File: src/rtl/arb_pkg.sv
`default_nettype none
// ============================================================================
// Package : arb_pkg
// Brief   : Shared types, constants and helpers for the request/grant arbiter
//           path and its requester endpoints.
// Rev     : 1.0 - initial release
// ============================================================================
package arb_pkg;

    typedef enum logic [1:0] {
        IDLE    = 2'd0,
        ACTIVE  = 2'd1,
        RELEASE = 2'd2
    } req_state_t;

    localparam int                    WAIT_CNT_W   = 8;
    localparam logic [WAIT_CNT_W-1:0] WAIT_CNT_MAX = '1;

    // A length field of zero stands for the largest burst, 2^len_w beats.
    function automatic logic [16:0] decode_len(input logic [15:0] len,
                                               input int unsigned len_w);
        logic [16:0] v;
        if (len == 16'd0) begin
            v = 17'd1 << len_w;
        end else begin
            v = {1'b0, len};
        end
        return v;
    endfunction

endpackage : arb_pkg
`default_nettype wire

File: src/rtl/req_job_fifo.sv
`default_nettype none
// ============================================================================
// Module : req_job_fifo
// Brief  : Synchronous FIFO holding pending requester jobs; no fall-through.
// Rev    : 1.0 - initial release
// ============================================================================
module req_job_fifo #(
    parameter int WIDTH = 12,
    parameter int DEPTH = 4
) (
    input  logic             clk,
    input  logic             reset,
    input  logic             i_push,
    input  logic [WIDTH-1:0] i_push_data,
    input  logic             i_pop,
    output logic [WIDTH-1:0] o_pop_data,
    output logic             o_full,
    output logic             o_empty
);

    localparam int c_AW = $clog2(DEPTH);

    logic [WIDTH-1:0] r_mem [DEPTH];
    logic [c_AW:0]    r_wr_ptr;
    logic [c_AW:0]    r_rd_ptr;
    logic             w_do_push;
    logic             w_do_pop;

    assign w_do_push = i_push && !o_full;
    assign w_do_pop  = i_pop && !o_empty;

    // Pointers carry one extra wrap bit to tell full from empty.
    assign o_empty = (r_wr_ptr == r_rd_ptr);
    assign o_full  = (r_wr_ptr[c_AW] != r_rd_ptr[c_AW]) &&
                     (r_wr_ptr[c_AW-1:0] == r_rd_ptr[c_AW-1:0]);

    assign o_pop_data = r_mem[r_rd_ptr[c_AW-1:0]];

    always_ff @(posedge clk) begin
        if (reset) begin
            r_wr_ptr <= '0;
            r_rd_ptr <= '0;
        end else begin
            if (w_do_push) begin
                r_wr_ptr <= r_wr_ptr + (c_AW+1)'(1);
            end
            if (w_do_pop) begin
                r_rd_ptr <= r_rd_ptr + (c_AW+1)'(1);
            end
        end
    end

    always_ff @(posedge clk) begin
        if (w_do_push) begin
            r_mem[r_wr_ptr[c_AW-1:0]] <= i_push_data;
        end
    end

endmodule : req_job_fifo
`default_nettype wire

File: src/rtl/arb_requester.sv
`default_nettype none
// ============================================================================
// Module : arb_requester
// Brief  : Requester endpoint: queues burst jobs, requests the shared bus and
//          issues one beat per granted cycle, surviving mid-burst preemption.
// Rev    : 1.0 - initial release
// ============================================================================
module arb_requester
    import arb_pkg::*;
#(
    parameter int DATA_W     = 8,
    parameter int LEN_W      = 4,
    parameter int FIFO_DEPTH = 4
) (
    input  logic                  clk,
    input  logic                  reset,
    input  logic                  job_valid,
    output logic                  job_ready,
    input  logic [DATA_W-1:0]     job_data,
    input  logic [LEN_W-1:0]      job_len,
    output logic                  req,
    input  logic                  grant,
    output logic                  bus_valid,
    output logic [DATA_W-1:0]     bus_data,
    output logic                  bus_last,
    output logic [WAIT_CNT_W-1:0] wait_cnt
);

    localparam int c_JOB_W = DATA_W + LEN_W;

    logic                  w_fifo_full;
    logic                  w_fifo_empty;
    logic [c_JOB_W-1:0]    w_head;
    logic [DATA_W-1:0]     w_head_data;
    logic [LEN_W-1:0]      w_head_len;

    req_state_t            r_state;
    req_state_t            w_state_next;
    logic                  r_req;
    logic                  w_pop;
    logic                  w_beat;

    logic [DATA_W-1:0]     r_base;
    logic [LEN_W-1:0]      r_len;
    logic [LEN_W:0]        r_beat_cnt;
    logic [WAIT_CNT_W-1:0] r_wait_cnt;
    logic [LEN_W:0]        w_last_idx;
    logic                  w_at_last;

    assign job_ready = !w_fifo_full;

    req_job_fifo #(
        .WIDTH (c_JOB_W),
        .DEPTH (FIFO_DEPTH)
    ) u_job_fifo (
        .clk         (clk),
        .reset       (reset),
        .i_push      (job_valid && job_ready),
        .i_push_data ({job_data, job_len}),
        .i_pop       (w_pop),
        .o_pop_data  (w_head),
        .o_full      (w_fifo_full),
        .o_empty     (w_fifo_empty)
    );

    assign {w_head_data, w_head_len} = w_head;

    // beat_cnt is one bit wider than len so a 2^LEN_W burst never wraps.
    assign w_last_idx = (LEN_W+1)'(decode_len(16'(r_len), LEN_W) - 17'd1);
    assign w_at_last  = (r_beat_cnt == w_last_idx);

    always_ff @(posedge clk) begin
        if (reset) begin
            r_state <= IDLE;
            r_req   <= 1'b0;
        end else begin
            r_state <= w_state_next;
            r_req   <= (w_state_next == ACTIVE);
        end
    end

    always_comb begin
        w_state_next = r_state;
        w_pop        = 1'b0;
        w_beat       = 1'b0;
        bus_valid    = 1'b0;
        bus_last     = 1'b0;
        bus_data     = '0;
        case (r_state)
            IDLE: begin
                if (!w_fifo_empty) begin
                    w_pop        = 1'b1;
                    w_state_next = ACTIVE;
                end
            end
            ACTIVE: begin
                w_beat    = grant;
                bus_valid = grant;
                bus_data  = r_base + DATA_W'(r_beat_cnt);
                bus_last  = grant && w_at_last;
                if (grant && w_at_last) begin
                    w_state_next = RELEASE;
                end
            end
            // One dead cycle swallows the grant still in flight from the arbiter.
            RELEASE: begin
                w_state_next = IDLE;
            end
            default: begin
                w_state_next = IDLE;
            end
        endcase
    end

    always_ff @(posedge clk) begin
        if (reset) begin
            r_base     <= '0;
            r_len      <= '0;
            r_beat_cnt <= '0;
            r_wait_cnt <= '0;
        end else if (w_pop) begin
            r_base     <= w_head_data;
            r_len      <= w_head_len;
            r_beat_cnt <= '0;
            r_wait_cnt <= '0;
        end else if (r_state == ACTIVE) begin
            if (w_beat) begin
                r_beat_cnt <= r_beat_cnt + (LEN_W+1)'(1);
            end else if (r_wait_cnt != WAIT_CNT_MAX) begin
                r_wait_cnt <= r_wait_cnt + WAIT_CNT_W'(1);
            end
        end
    end

    assign req      = r_req;
    assign wait_cnt = r_wait_cnt;

endmodule : arb_requester
`default_nettype wire
File: config.mk
export PLATFORM = sky130hd
export DESIGN_NAME = arb_requester
export DESIGN_NICKNAME = d
export VERILOG_FILES = /design/src/rtl/arb_pkg.sv /design/src/rtl/req_job_fifo.sv /design/src/rtl/arb_requester.sv
export SDC_FILE = /design/constraint.sdc
export NUM_CORES = 1
export LEC_CHECK = 0
export CAP_MARGIN = 5
export CORE_ASPECT_RATIO = 1.2
export CORE_MARGIN = 2
export CORE_UTILIZATION = 40
export DETAILED_ROUTE_END_ITERATION = 8
export GPL_ROUTABILITY_DRIVEN = 0
export PLACE_DENSITY = 0.67
export SKIP_CTS_REPAIR_TIMING = 1
export SYNTH_ARGS = -nofsm -noshare
export SYNTH_HDL_FRONTEND = slang
export SYNTH_HIERARCHICAL = 1
export SYNTH_SLANG_ARGS = --single-unit
export TNS_END_PERCENT = 30
File: constraint.sdc
create_clock -name clk -period 3.05 [get_ports clk]
set_input_delay 0.4575 -clock clk [delete_from_list [all_inputs] [get_ports clk]]
set_output_delay 0.4575 -clock clk [all_outputs]
set_load 0.03 [all_outputs]
== Yosys cells after proc, flatten, opt, wreduce, memory -nomap -nowiden ==
Memory sizes are Yosys's and may differ from the RTL's. A register that Yosys moved wholly into a read port is not among the register bits.
Cells that the tools add are included.

* Add/sub/neg operators: 6
* Equal/unequal tests: 7
* Reduce and logical (&&, ||, !) cells: 12
* Bitwise operators: 1
* Muxes and demuxes: 11

{| class="wikitable"
|+ Operators by type and width
! kind !! count
|-
| adder 8 x 1 -> 8 bit (second input constant) || 1
|-
| adder 8 x 5 -> 8 bit || 1
|-
| 2-to-1 mux 8 bit || 1
|-
| inequality test 8 bit (second input constant) || 1
|-
| adder 3 x 1 -> 3 bit (second input constant) || 2
|-
| 2-to-1 mux 1 bit || 6
|-
| adder 5 x 1 -> 5 bit (second input constant) || 1
|-
| == test 5 bit || 1
|-
| logical AND 1 bit || 5
|-
| 2-to-1 mux 5 bit || 1
|-
| subtractor 5 x 1 -> 5 bit (second input constant) || 1
|-
| == test 2 x 1 -> 1 bit (second input constant) || 2
|-
| logical NOT 4 bit || 1
|-
| 2-to-1 mux 2 bit || 2
|-
| one-hot mux 2 bit (2 select lines) || 1
|-
| == test 3 bit || 1
|-
| AND reduction 3 bit || 1
|-
| == test 2 bit || 1
|-
| logical NOT 1 bit || 2
|-
| logical NOT 2 bit || 1
|-
| AND reduction 2 bit || 1
|-
| OR reduction 2 bit || 1
|-
| inequality test 1 bit || 1
|-
| NOT 1 bit || 1
|}

* Output and inout port bits: 20
* Word-level logic and storage cells: 44
* Memories kept: 1
* Bits in registers: 22
* Memory bits (writable): 48

{| class="wikitable"
|+ Memory list
! name !! depth !! bits a word !! read ports !! clocked after memory_dff !! wr ports !! RTL line !! RTL
|-
| u_job_fifo.r_mem || 4 || 12 || 1 || 1 || 1 || req_job_fifo.sv:23 || <nowiki>logic [WIDTH-1:0] r_mem [DEPTH];</nowiki>
|}

== Depth between registers and ports, before layout ==
Gate-level depths: netlist of the first run.

* Depth in word-level cells: 8
* Depth in mapped cells: 11
* Depth with buffers taken out: 8

== Hierarchy ==
Netlist of the first run, hierarchy kept.

{| class="wikitable"
|+ By module, submodules not included
! module !! cells an instance !! sequential area each (um^2) !! area an instance (um^2) !! times used
|-
| req_job_fifo || 130 || 1,601.5 || 2,302.2 || 1
|-
| arb_requester || 197 || 560.5 || 1,576.5 || 1
|}

== Worst setup path before layout of the first run ==
No wires, ideal clock.

* Path kind: register -> output
* From: reg r_len[0] (read register of u_job_fifo.r_mem)
* To: out bus_last
* Buffers on the path: 0
* Cell stages (with the launch flop): 8
* Slack: 0.611 ns
* Arrival: 1.982 ns
* Required time: 2.592 ns
* Path through: dfxtp_1 > inv_1 > ha_1 > xor2_1 > o211ai_1 > or4_1 > nor4_2 > and2_1

* Cells in the longest elaborated chain, start to end: 6

{| class="wikitable"
|+ Ends and longest elaborated chain
! item !! RTL line !! RTL
|-
| start: declaration || arb_requester.sv:44 || <nowiki>logic [LEN_W-1:0] r_len;</nowiki>
|-
| logical NOT 4 bit || arb_pkg.sv:23 || <nowiki>if (len == 16'd0) begin</nowiki>
|-
| 2-to-1 mux 5 bit * || arb_pkg.sv:23 ||
|-
| subtractor 5 x 1 -> 5 bit * || arb_requester.sv:69 || <nowiki>assign w_last_idx = (LEN_W+1)'(decode_len(16'(r_len), LEN_W) - 17'd1);</nowiki>
|-
| == test 5 bit * || arb_requester.sv:70 || <nowiki>assign w_at_last = (r_beat_cnt == w_last_idx);</nowiki>
|-
| logical AND 1 bit * || arb_requester.sv:100 || <nowiki>bus_last = grant && w_at_last;</nowiki>
|-
| 2-to-1 mux 1 bit * || arb_requester.sv:89 || <nowiki>case (r_state)</nowiki>
|-
| end: declaration || arb_requester.sv:25 || <nowiki>output logic bus_last,</nowiki>
|}

Every way passes the cells marked *; elsewhere a longest branch is shown, timed or not.

== Final worst setup path of the first run ==
Same ends and word-level chain as after synthesis.

==> results of run 1 <==
==> where the power goes <==
| group | leakage [nW] | internal [mW] | switching [mW] |
|---|---|---|---|
| Clock | 0.122 | 0.557 | 0.451 |
| Combinational | 0.822 | 0.544 | 0.745 |
| Sequential | 0.734 | 1.42 | 0.183 |
==> cell families (layout without fill, tap and decap cells) <==
group           count (synthesis)  in the layout  share of synthesized area (%)
simple gates                  103            103                           13.4
compound gates                 62             62                           9.94
mux                            14             14                           7.48
fa+ha+maj                      15             15                           5.03
xor+xnor                       21             21                           4.74
flops                          84             84                           55.7
buf+inv                        28             78                           3.71
==> worst paths after layout <==
path,slack (ns),to,depth (start not counted),startpoint
worst min register to register,0.47,r_base[4],2,r_base[4]
worst min-delay path,0.47,r_base[4],2,r_base[4]
worst max register to register,0.62,u_job_fifo/r_mem[1][3],8,u_job_fifo/r_wr_ptr[1]
worst max-delay path,0.05,bus_last,8,r_len[0]
==> state kept, by name, summed over array words and instances (netlist names), named ones only <==
signal	cells
r_len	4
u_job_fifo/r_wr_ptr	3
r_beat_cnt	5
r_state	2
wait_cnt	8
req	1
u_job_fifo/r_rd_ptr	3
u_job_fifo/r_mem	48
r_base	8
==> cells in the mapped netlist, drive strengths merged, types with 8 or more instances <==
cell / count / area (µm²)
clkbuf: 9 / 48.8
inv: 13 / 48.8
mux4: 12 / 270
xnor2: 12 / 105
ha: 14 / 175
nand2: 34 / 128
a21oi: 23 / 115
dfxtp: 36 / 721
xor2: 9 / 78.8
nor2: 21 / 78.8
o21ai: 10 / 50.1
o211ai: 8 / 60.1
edfxtp: 48 / 1440
==> stage by stage <==
step,hold WS (ns),area [µm²],setup TNS (ns)
2_1_floorplan,0.441,3880,0
3_3_place_gp,0.455,4390,0
3_5_place_dp,0.454,4390,0
4_1_cts,0.465,4670,-0.419
5_1_grt,0.495,4680,-0.0985
6_report,0.467,4680,0
==> routing by layer <==
metal,global-route usage [%],part of all wire (%)
met2,24.8,51
met5,0,0
met4,7.83,2.3
met3,3.65,3.5
met1,18.0,43
==> final cells by class <==
cell class              count  area, µm²  share of cell area [%]
multi-input cells         215       1580                    33.8
well taps                 123        154                    3.29
repair buffers             49        460                    9.83
clock inverters             6       47.5                    1.02
clock buffers              10        229                    4.89
flip-flops and latches     84       2160                    46.2
inverters                  13       48.8                    1.04
==> worst max-delay path: cells and delay by family (launching register included) <==
family / cells / cell delay [ns]
simple gates: 3 / 0.96
xor+xnor: 1 / 0.15
fa+ha+maj: 1 / 0.32
buf+inv: 2 / 0.24
compound gates: 1 / 0.11
flops: 1 / 0.41
==> impl_metrics.csv, run 1 <==
group,metric,value,unit
outcome,status,"finished clean",
setup_path,cpMaxStageDelayCell,"or4_1",
cts,cts_max_level,3,
worst_hold_path,worst_hold_path_type,"reg2reg",
cells_and_area,drive_above_1_share,12.2,%
setup_path,slowest_delay,0.53,ns
route,drc,0,
cts,cts_tree,"yes",
route,avgViaCountPerCell,5.20,
setup_path,crit_fanout,6,
placement,place_ws,0.181,ns
cells_and_area,nFillCells,854,
timing,grt_setup_unrepaired,"yes",
cts,clock_path_buffers,2,
synthesis,synth_warnings,6,
cells_and_area,antenna_cells,0,
placement,hpwlAfterDp,5.00,mm
setup_path,endpoint_kind,"primary output",
grt,grt_first_pass_wirelength,12.0,mm
timing,fin_ws,0.0530,ns
setup_path,path_cells,"inv_1 -> ha_1 -> xor2_1 -> o211ai_1 -> or4_1 -> nor4_4 -> and2_1 -> buf_4",
synthesis,avgSynthCellArea,11.9,µm²
grt,overflow,0,
timing,worstMarginPinSlew,0.817,ns
route,via_count,2602,
route,drt_iter0_drc,158,
timing,fmax,334,MHz
cells_and_area,syn_to_final_growth,20.7,%
grt,grt_pass1_vias,2525,
synthesis,synth.distinct_cells,47,
synthesis,synth_edf_count,48,
route,drt-total-wl,7.29,mm
grt,grt.total_usage,15.0,%
cts,cts-buffers-inserted,9,
synthesis,syn_inst,327,
synthesis,yosysSeqAreaShare,55.7,%
floorplanning,die_area,0.0105,mm²
floorplanning,die_height,112,µm
grt,grt_antenna_before_repair,0,
placement,portBuffers,35,
floorplanning,rows,39,
synthesis,ys.flop_type,"edfxtp_1",
cells_and_area,mostFrequentLayoutCells,"edfxtp_1, dfxtp_1, nand2_1",
timing,relSlewSlack,45.5,%
power,power,3.90,mW
timing,clock_skew,0.00567,ns
floorplanning,coreArea,0.00947,mm²
timing,min_period,3.00,ns
timing,finalHoldViolCount,0,
timing,finalCritPeriodShare,98.3,%
cts,clock-sinks,84,
power,powerDensity,834,mW/mm²
route,firstDrtPassIters,4,
cells_and_area,final_util,49.5,%
timing,report.final.slew_viol_count,0,
cts,cts_root_buffer,"clkbuf_16",
floorplanning,die_w,93.9,µm
cells_and_area,final_common_cell,"edfxtp_1",
cts,clock_latency,0.34,ns
cells_and_area,nets,403,
synthesis,syn_nets,358,
synthesis,async_flop_share,0,%
route,post_drt_wl_per_cell,14.6,µm
power,ir_worst_vdd,0.000406,V
floorplanning,io_pins,36,
route,final_antenna_net_count,0,
placement,dp.cells,484,
synthesis,yosys_register_bits,84,
cts,clkTransAtPathRegs,0.06,ns
setup_path,path_class,"reg2out",
setup_path,required,2.59,ns
setup_path,cp-start-kind,"flop",
power,p_leak,1.68,nW
synthesis,syn_area,0.00388,mm²
setup_path,worstPathArrival,2.54,ns
cells_and_area,stdcell_count,500,
floorplanning,start_util,41.0,%
flow_run,max_cap_viol_count,0,
grt,grt_max_degree,16,
timing,setup_viol,0,
No activity file was read; power rests on OpenSTA's default activity.
==> run 2, diff against run 1 <==
GPL_ROUTABILITY_DRIVEN = 1   (was 0)
==> results of run 2 <==
Same layout as run 1: the final DEF is identical, and so are final timing and power.
==> run 3, diff against run 2 <==
PLACE_DENSITY = not set   (was 0.67)
PLACE_DENSITY_LB_ADDON = 0.2   (was not set)
==> impl_metrics.csv, run 3 (same netlist as run 1, synthesis figures left out) <==
group,metric,value,unit
outcome,status,"finished clean",
grt,grt_max_degree,20,
cts,clock-sinks,84,
timing,grt_setup_unrepaired,"no",
cts,cts-buffers-inserted,9,
route,via_count,2552,
cells_and_area,nFillCells,889,
cts,clock_path_buffers,2,
cells_and_area,syn_to_final_growth,21.1,%
setup_path,worstPathArrival,2.38,ns
worst_hold_path,worst_hold_path_type,"reg2reg",
setup_path,required,2.59,ns
route,avgViaCountPerCell,5.11,
worst_hold_path,min_from,"r_base[4]",
placement,portBuffers,35,
setup_path,path_class,"reg2out",
cells_and_area,nets,402,
setup_path,critical_path.startpoint,"r_beat_cnt[2]",
placement,placed_area,0.00438,mm²
cells_and_area,final_common_cell,"edfxtp_1",
floorplanning,die_height,112,µm
timing,setup_viol,0,
cts,cts_tree,"yes",
cells_and_area,seqCellArea,0.00216,mm²
placement,dp.cells,483,
timing,finalHoldViolCount,0,
setup_path,r2r-start,"u_job_fifo/r_wr_ptr[1]",
power,p_leak,1.71,nW
route,final_antenna_net_count,0,
floorplanning,start_util,41.0,%
floorplanning,coreArea,0.00947,mm²
floorplanning,rows,39,
setup_path,crit_fanout,6,
floorplanning,die_area,0.0105,mm²
setup_path,cp-start-kind,"flop",
cts,cts_max_level,3,
cells_and_area,antenna_cells,0,
grt,grt.total_usage,15.0,%
power,ir_worst_vdd,0.000355,V
route,post_drt_wl_per_cell,14.4,µm
grt,grt_first_pass_wirelength,12.1,mm
cells_and_area,stdcell_count,499,
setup_path,endpoint_kind,"primary output",
timing,fmax,353,MHz
timing,finalCritPeriodShare,92.9,%
floorplanning,die_w,93.9,µm
cells_and_area,drive_above_1_share,12.0,%
route,drt-total-wl,7.19,mm
route,firstDrtPassIters,4,
cells_and_area,multi_input_area,0.00158,mm²
route,drt_iter0_drc,120,
grt,overflow,0,
flow_run,max_cap_viol_count,0,
placement,hpwlAfterDp,5.01,mm
cts,clkTransAtPathRegs,0.06,ns
route,drc,0,
cells_and_area,fin_area,0.00470,mm²
grt,grt_antenna_before_repair,0,
cts,clock_latency,0.33,ns
floorplanning,io_pins,36,
timing,clock_skew,0.00741,ns
timing,report.final.slew_viol_count,0,
cells_and_area,largest_reg_flops,48,
timing,relSlewSlack,48.4,%
cts,cts_root_buffer,"clkbuf_16",
placement,gp_congestion,0.830,
timing,worstMarginPinSlew,0.774,ns
grt,grt_pass1_vias,2548,
timing,min_period,2.83,ns
power,powerDensity,837,mW/mm²
cells_and_area,mostFrequentLayoutCells,"edfxtp_1, dfxtp_1, nand2_1",
-- run 3: cell type report --
cell class / count / area share (%)
Tap cell: 123 / 3.28
Clock buffer: 11 / 4.95
Inverter: 13 / 1.04
Clock inverter: 5 / 1.31
Multi-Input combinational cell: 215 / 33.7
Timing Repair Buffer: 48 / 9.70
Sequential cell: 84 / 46.1
-- run 3: critical path, cell delays in order, from the launching register on --
cell	delay, ns
dfxtp_1	0.38
ha_1	0.36
a21o_1	0.18
a21oi_1	0.10
or4b_2	0.64
nand3_1	0.09
dlymetal6s2s_1	0.29
-- run 3: report_power, final --
part           switching (mW)  leakage, nW  internal [mW]
Clock                   0.423        0.140          0.638
Combinational           0.744        0.836          0.524
Sequential              0.176        0.734           1.43
Total                    1.34         1.71           2.59
-- run 3: worst paths after layout --
path	to	slack, ns	depth (start not counted)
worst max-delay path	bus_data[5]	0.22	6
worst max register to register	u_job_fifo/r_rd_ptr[2]	0.58	8
worst min register to register	r_base[4]	0.46	2
worst min-delay path	r_base[4]	0.46	2
-- run 3: per-layer routing --
layer / wire [µm] / global-route usage [%] / part of all wire, %
met5: 0 / 0 / 0
met4: 114 / 6.67 / 1.6
met3: 265 / 3.18 / 3.7
met2: 3520 / 23.8 / 49
met1: 3300 / 19.6 / 46
-- run 3: stage by stage --
step	util (%)	setup TNS, ns	hold slack, ns	total power [mW]	setup slack, ns
finish	49.6	0	0.461	3.93	0.217
global route	49.6	0	0.481	4.20	0.00826
CTS	49.4	-0.333	0.464	3.97	-0.178
detailed placement	46.3	0	0.453	2.89	0.196
global placement	46.3	0	0.450	2.87	0.222
floorplan	-	0	0.441	2.52	0.611
